[config.mk]
export PLATFORM = sky130hd
export DESIGN_NAME = cpu_mem_xfer
export DESIGN_NICKNAME = d
export VERILOG_FILES = /design/src/rtl/cpu_mem_xfer.sv
export SDC_FILE = /design/constraint.sdc
export NUM_CORES = 1
export LEC_CHECK = 0
export BUFFER_PORTS_ARGS = -buffer_cell sky130_fd_sc_hd__clkbuf_2
export CORE_UTILIZATION = 55
export CTS_BUF_LIST = sky130_fd_sc_hd__clkbuf_2 sky130_fd_sc_hd__clkbuf_4 sky130_fd_sc_hd__clkbuf_8
export CTS_CLUSTER_SIZE = 20
export DETAILED_ROUTE_END_ITERATION = 10
export GPL_TIMING_DRIVEN = 0
export MAX_ROUTING_LAYER = met4
export PLACE_DENSITY = 0.82
export SLEW_MARGIN = 20
export SYNTH_ARGS = -nofsm -noshare
export SYNTH_HDL_FRONTEND = slang
export SYNTH_SLANG_ARGS = --single-unit
[constraint.sdc]
create_clock -name clk -period 5.2 [get_ports clk]
set_clock_uncertainty 0.05 [all_clocks]
set_input_delay 0.52 -clock clk [delete_from_list [all_inputs] [get_ports clk]]
set_output_delay 0.52 -clock clk [all_outputs]
set_load 0.01 [all_outputs]
[src/rtl/cpu_mem_xfer.sv]
// Bulk register/memory transfer engine for a CHIP-8 style core.
// Handles FX55 (store V0..VX to [I]), FX65 (load V0..VX from [I]) and
// FX33 (BCD of a value to [I..I+2]). Memory and register-file accesses
// are decoded combinationally from the FSM state and the beat counter.
module cpu_mem_xfer #(
    parameter logic [11:0] PROTECT_LIMIT = 12'h200
) (
    input  logic        clk,
    input  logic        rst_n,
    input  logic        start,
    input  logic [1:0]  op,
    input  logic [3:0]  x,
    input  logic [11:0] base_i,
    input  logic [7:0]  bcd_val,
    output logic        busy,
    output logic        done,
    output logic        err,
    output logic [11:0] i_next,
    output logic        mem_en,
    output logic        mem_write,
    output logic [11:0] mem_addr,
    output logic [7:0]  mem_wdata,
    input  logic [7:0]  mem_rdata,
    output logic [3:0]  reg_idx,
    input  logic [7:0]  reg_rdata,
    output logic        reg_we,
    output logic [7:0]  reg_wdata
);

    localparam logic [2:0] IDLE      = 3'd0;
    localparam logic [2:0] STORE     = 3'd1;
    localparam logic [2:0] LOAD      = 3'd2;
    localparam logic [2:0] LOAD_LAST = 3'd3;
    localparam logic [2:0] BCD       = 3'd4;
    localparam logic [2:0] DONE      = 3'd5;

    localparam logic [1:0] OP_STORE = 2'b00;
    localparam logic [1:0] OP_LOAD  = 2'b01;
    localparam logic [1:0] OP_BCD   = 2'b10;

    logic [2:0]  state;
    logic [3:0]  cnt;
    logic [3:0]  x_r;
    logic [11:0] base_r;
    logic [7:0]  bcd_r;
    logic        err_r;
    logic [11:0] i_next_r;
    logic        accept;
    logic [11:0] addr;
    logic        protect_hit;

    // Decimal digit of an 8-bit value: pos 0 = hundreds, 1 = tens, 2 = ones.
    function automatic logic [7:0] bcd_digit(input logic [7:0] val, input logic [1:0] pos);
        logic [7:0] d;
        case (pos)
            2'd0:    d = val / 8'd100;
            2'd1:    d = (val / 8'd10) % 8'd10;
            default: d = val % 8'd10;
        endcase
        return d;
    endfunction

    // A new request is taken in IDLE and also in the single DONE cycle.
    assign accept = start && ((state == IDLE) || (state == DONE));

    // Current beat address; the 12-bit sum wraps naturally at 4096.
    assign addr = base_r + {8'd0, cnt};

    assign busy   = (state != IDLE) && (state != DONE);
    assign done   = (state == DONE);
    assign err    = (state == DONE) ? err_r : 1'b0;
    assign i_next = i_next_r;

    // Access decode: every strobe and bus is zero unless this state owns it.
    always_comb begin
        mem_en    = 1'b0;
        mem_write = 1'b0;
        mem_addr  = 12'd0;
        mem_wdata = 8'd0;
        reg_idx   = 4'd0;
        reg_we    = 1'b0;
        reg_wdata = 8'd0;
        case (state)
            STORE: begin
                mem_en    = 1'b1;
                mem_write = 1'b1;
                mem_addr  = addr;
                reg_idx   = cnt;
                mem_wdata = reg_rdata;
            end
            LOAD: begin
                mem_en   = 1'b1;
                mem_addr = addr;
                // Read data from the previous beat lands in the register file now.
                if (cnt != 4'd0) begin
                    reg_we    = 1'b1;
                    reg_idx   = cnt - 4'd1;
                    reg_wdata = mem_rdata;
                end
            end
            LOAD_LAST: begin
                reg_we    = 1'b1;
                reg_idx   = x_r;
                reg_wdata = mem_rdata;
            end
            BCD: begin
                mem_en    = 1'b1;
                mem_write = 1'b1;
                mem_addr  = addr;
                mem_wdata = bcd_digit(bcd_r, cnt[1:0]);
            end
            default: ;
        endcase
    end

    assign protect_hit = mem_write && (mem_addr < PROTECT_LIMIT);

    // Operand capture on accept; these are pure data and need no reset.
    always_ff @(posedge clk) begin
        if (accept) begin
            x_r    <= x;
            base_r <= base_i;
            bcd_r  <= bcd_val;
        end
    end

    // Control FSM, beat counter, sticky error and updated I pointer.
    always_ff @(posedge clk or negedge rst_n) begin
        if (!rst_n) begin
            state    <= IDLE;
            cnt      <= 4'd0;
            err_r    <= 1'b0;
            i_next_r <= 12'd0;
        end else if (accept) begin
            cnt <= 4'd0;
            case (op)
                OP_STORE: begin
                    state    <= STORE;
                    err_r    <= 1'b0;
                    i_next_r <= base_i + {8'd0, x} + 12'd1;
                end
                OP_LOAD: begin
                    state    <= LOAD;
                    err_r    <= 1'b0;
                    i_next_r <= base_i + {8'd0, x} + 12'd1;
                end
                OP_BCD: begin
                    state    <= BCD;
                    err_r    <= 1'b0;
                    i_next_r <= base_i;
                end
                default: begin
                    // Reserved opcode: no access, report an error right away.
                    state    <= DONE;
                    err_r    <= 1'b1;
                    i_next_r <= base_i;
                end
            endcase
        end else begin
            case (state)
                STORE: begin
                    err_r <= err_r | protect_hit;
                    if (cnt == x_r) state <= DONE;
                    else            cnt   <= cnt + 4'd1;
                end
                LOAD: begin
                    if (cnt == x_r) state <= LOAD_LAST;
                    else            cnt   <= cnt + 4'd1;
                end
                LOAD_LAST: state <= DONE;
                BCD: begin
                    err_r <= err_r | protect_hit;
                    if (cnt == 4'd2) state <= DONE;
                    else             cnt   <= cnt + 4'd1;
                end
                DONE:    state <= IDLE;
                default: state <= IDLE;
            endcase
        end
    end

endmodule

# --- Word level (Yosys, flattened, before mapping) ---
# Index checks and enable logic that the tools add are counted.
classes:
  addsub: 5
  n_div: 4
  order_cmp: 1
  n_eq_ne: 16
  muxes: 26
  bitwise: 1
  n_reduce_logical: 18
op_table:
  columns: ["op", "n"]
  rows:
  - ["one-hot mux 8 bit (2 select lines)", 3]
  - ["adder 12 x 4 -> 12 bit", 2]
  - ["2-to-1 mux 12 bit", 2]
  - ["!= test 3 bit (second input constant)", 6]
  - ["remainder unit 8 x 4 -> 8 bit (second input constant)", 2]
  - ["2-to-1 mux 4 bit", 4]
  - ["adder 12 x 1 -> 12 bit (second input constant)", 1]
  - ["< comparator 12 x 10 -> 1 bit (second input constant)", 1]
  - ["2-to-1 mux 3 bit", 4]
  - ["one-hot mux 3 bit (4 select lines)", 1]
  - ["one-hot mux 4 bit (3 select lines)", 1]
  - ["one-hot mux 3 bit (3 select lines)", 1]
  - ["divider 8 x 4 -> 8 bit (second input constant)", 1]
  - ["divider 8 x 7 -> 8 bit (second input constant)", 1]
  - ["2-to-1 mux 8 bit", 1]
  - ["one-hot mux 4 bit (2 select lines)", 1]
  - ["2-to-1 mux 1 bit", 7]
  - ["equality test 3 x 2 -> 1 bit (second input constant)", 2]
  - ["equality test 3 bit (second input constant)", 2]
  - ["AND reduction 3 bit", 2]
  - ["nonzero test 3 bit", 2]
  - ["OR reduction 2 bit", 3]
  - ["OR reduction 3 bit", 2]
  - ["adder 4 x 1 -> 4 bit (second input constant)", 1]
  - ["other kinds (14)", 18]
totals:
  ff_bits: 44
  input_bits: 45
  output_inout_bits: 50
  word_cells: 78

# --- Depth between registers and ports, before layout ---
depth:
  word_depth: 8
  mapped_depth: 22
  ltp_nobuf: 21

# --- Worst setup path after synthesis ---
# No wires, ideal clock.
synth_timing:
  path_type: "reg2out"
  from: "register cnt[1]"
  to: "output mem_wdata[5]"
  arrival_time_ps: 4411
  required_time_ps: 4630
  path_slack_ps: 219
  path_stages_with_launch: 21
  n_path_buf: 1
  path_cell_list: "dfrtp_1 -> inv_1 -> ha_1 -> inv_1 -> clkbuf_1 -> nand2_1 -> inv_1 -> ha_1 -> a32o_1 -> o21a_1 -> o21a_1 -> o221ai_1 -> inv_1 -> ha_1 -> inv_1 -> a211oi_2 -> a211oi_4 -> mux2i_2 -> o21ai_1 -> nand3b_1 -> o21ai_0"
synth_via:
  elab_chain_cells: 3
  elab_cells_between_ends: 4
  cone_classes: "eq/ne (1); mux (2); reduce/logical (1)"
synth_rtl:
  columns: ["element", "line", "text"]
  rows:
  - ["start, declared", "42", "logic [3:0] cnt;"]
  - ["start signal, assigned", "164", "else cnt <= cnt + 4'd1;"]
  - ["start signal, assigned", "168", "else cnt <= cnt + 4'd1;"]
  - ["start signal, assigned", "174", "else cnt <= cnt + 4'd1;"]
  - ["equality test 2 x 1 -> 1 bit / zero test 2 bit (equally long branches)", "55", "case (pos)"]
  - ["one-hot mux 8 bit (2 select lines) (*)", "55", null]
  - ["one-hot mux 8 bit (2 select lines) (*)", "83", "case (state)"]
  - ["end, declared", "22", "output logic [7:0] mem_wdata,"]
# Mark *: on every way between the ends. The rest lies on a longest branch, timed or not.

# --- Final worst setup path ---
layout_timing:
  from: "register bcd_r[5]"
  to: "output mem_wdata[1]"
layout_via:
  elab_chain_cells: 4
  elab_cells_between_ends: 6
  cone_classes: "div (4); mux (2)"
layout_rtl:
  columns: ["element", "line", "text"]
  rows:
  - ["start, declared", "45", "logic [7:0] bcd_r;"]
  - ["start signal, assigned", "123", "bcd_r <= bcd_val;"]
  - ["divider 8 x 4 -> 8 bit", "57", "2'd1: d = (val / 8'd10) % 8'd10;"]
  - ["remainder unit 8 x 4 -> 8 bit", "57", null]
  - ["one-hot mux 8 bit (2 select lines) (*)", "55", null]
  - ["one-hot mux 8 bit (2 select lines) (*)", "83", null]
# Marked as above.

==> impl_metrics.ini <==
[status]
outcome = completed

[routing]
vias_per_cell = 5.97
drtPass1Iterations = 5
vias = 4081
wl_per_cell_um = 16.0
drt_wl_total_um = 11000
drt_iter0_markers = 427
ant_nets = 0
drc = 0

[power]
p_per_area_nw_per_um2 = 683
ir_drop_v = 0.000365
p_leak_uw = 0.00211

[worst_setup_path]
r2r_end = err_r
cp-start-kind = flip-flop
critPathKind = flip-flop to primary output
crit_top_cell = inv_1
slowest_stage = edfxtp_1
timing.rr.start = state[2]
critPathTopFamily = compound AO/OA/AOI/OAI gates
crit_chain = buf_4 > buf_6 > clkbuf_4 > nand2_2 > inv_1 > ha_2 > a32o_2 > o21a_2 > o21a_1 > o221ai_4 > inv_1 > ha_1 > inv_1 > o211ai_1 > a221oi_2 > xnor2_1 > o22a_1 > o211ai_2 > xnor2_1 > o21ai_1 > buf_2
worst-path-stages = 21
cp_max_fo = 10
worstSetupEndpointType = primary output
critPathMaxStageDelay_ps = 360
cp_num_buf_inv = 7
crit_arrival_ps = 4450
rr_worst_depth = 7
reg2reg_slack_ps = 2330
crit_required_ps = 4630

[logic_synthesis]
syn_area_um2 = 4000
synth_fp_nets = 543
ys_warn_count = 0
yosys-top-cells-count = 47 x nor2_1, 43 x nand2_1, 31 x inv_1, 31 x o21ai_0, 29 x a21oi_1
synth_cell_type_count = 78
synth_cells = 476
ys_seq_area_frac = 0.305
yosysMostFrequentCell = nor2_1
ys_ff_latch = 44
synth-main-ff-cell = edfxtp_1
synth_top_cell_area_share = 0.180
synth-async-reset-ratio = 0.455
syn_area_per_cell_um2 = 8.40
synth-edff-count = 24
ys_top_cells_by_area = edfxtp_1 18%, dfrtp_1 13%, ha_1 6.3%
yosysTopAreaCell = edfxtp_1

[layout]
diodes = 0
syn2layout_area_growth_pct = 22.1
fin_util = 0.707
finish.net_count = 654
finalInstanceArea_um2 = 4890
drive_above_1_share = 0.274

[timing]
min_period_ps = 5020
hold_slack_ps = 143
final_hold_viol_count = 0
slew_headroom = 0.316
finalCritPeriodShare = 0.965
setup_tns_ps = 0
worst_slack_ps = 182
worst_pin_slew_ps = 1030
fmax_mhz = 199
setup_violations = 0
finalMaxSlewViolations = 0

[global_route]
grt_antenna_before_repair = 0
grt_usage = 0.302
grt_max_degree = 28
grt_overflow = 0
grt_pass1_wl_um = 17600
grt_pass1_vias = 3839

[cts]
cts_tree = built
h-tree-depth = 2
clock_latency_ps = 300
numCtsBuffers = 5
clockBufferDepth = 2
clkTransAtPathRegs_ps = 90
hold_buffers = 0
clock-sinks = 44
cts-root-buf = clkbuf_8

[floorplanning]
num_rows = 30
core-area_um2 = 6910
die_h_um = 87.3
start_util = 0.579
die_area_um2 = 7620
ios = 95
die_w_um = 87.3

[place]
port_buffers = 94
post-place-ws_ps = -575
gp_congestion = 0.948
placed_area_um2 = 4590
place_hpwl_um = 8010

[flow_run]
drv_cap = 0

[hold_path]
hold_class = primary input to asynchronous set/reset pin
registers in the layout, summed over array words and instances (netlist names):
name    flops
x_r         4
bcd_r       8
state       3
cnt         4
i_next     12
err_r       1
base_r     12
metal layers:
layer	GRT usage	vias up	wire, µm
li1	-	1950	-
met1	0.367	1943	4580
met2	0.504	166	5510
met3	0.0483	22	653
met4	0.113	0	215
met5	-	-	0
worst reg2reg max path: cells and delay by family, from the launching register on:
| kind | cells | cell delay, ps |
|---|---|---|
| DFF | 1 | 460 |
| and+or+nand+nor | 3 | 640 |
| buffers and inverters | 2 | 1190 |
| muxes | 1 | 310 |
| AOI/OAI and AO/OA | 1 | 100 |
kinds of logic (layout without fill, tap and decap cells):
family,Yosys count,count (layout),synth area share
xor gates and xnor gates,30,30,0.0657
DFF,44,44,0.305
adders and majority gates,22,22,0.0726
and+or+nand+nor,181,181,0.231
muxes,10,10,0.0278
buffers and inverters,56,168,0.0588
AOI/OAI and AO/OA,133,133,0.239
layout by cell type, fill, tap and decap left out, types with 3 or more instances in the layout:
cell type,n
clkbuf_2,93
nor2_1,47
nand2_1,42
inv_1,30
a21oi_1,28
o21ai_0,28
edfxtp_1,24
xnor2_1,18
ha_1,18
dfrtp_1,18
nand3_1,17
nor3_1,14
buf_4,13
nor2b_1,13
clkbuf_1,12
xor2_1,12
a21o_1,9
nand2b_1,8
o211ai_1,8
buf_2,6
mux2i_1,6
nand3b_1,5
nand4_1,5
o21ai_1,5
clkbuf_8,5
and3_1,4
and2_1,4
nor4_1,4
o22ai_1,4
buf_6,3
a211oi_4,3
o221a_2,3
nor4bb_1,3
o221ai_1,3
o2111ai_1,3
a221oi_1,3
report_power, final:
group          switching, µW  internal (µW)  leakage (µW)
registers               98.6            511      0.000472
logic                   1440           1020       0.00158
clock network            123            142     0.0000541
total                   1660           1680       0.00211
worst max path at each step:
stage	start	end	slack, ps
6_report	bcd_r[5]	mem_wdata[1]	180
5_1_grt	bcd_r[5]	mem_wdata[5]	-20
4_1_cts	cnt[1]	mem_wdata[6]	3
3_5_place_dp	cnt[1]	mem_wdata[6]	-570
3_3_place_gp	cnt[1]	mem_wdata[6]	-500
2_1_floorplan	cnt[1]	mem_wdata[5]	220
cell type report:
cell class	count	area (µm²)
buffer	24	130
timing repair buffer	104	549
sequential	44	1220
fill	590	2020
clock inverter	3	42.5
tap	96	120
inverter	32	120
clock buffer	5	68.8
multi-input combinational	376	2630
stage by stage:
step / total power, µW / std cells
after floorplan: 2130 / 476
after global placement: 2650 / 666
after detailed placement: 2700 / 666
after CTS: 3140 / 678
after global routing: 3590 / 684
final: 3340 / 684
what timing repair did:
item / CTS / global route
pin swaps: 1 / 4
buffers inserted: 4 / 6
endpoints found under the setup margin: 6 / 6
resized for setup: 16 / 18
Note: power is estimated with default switching activity, not from simulation.
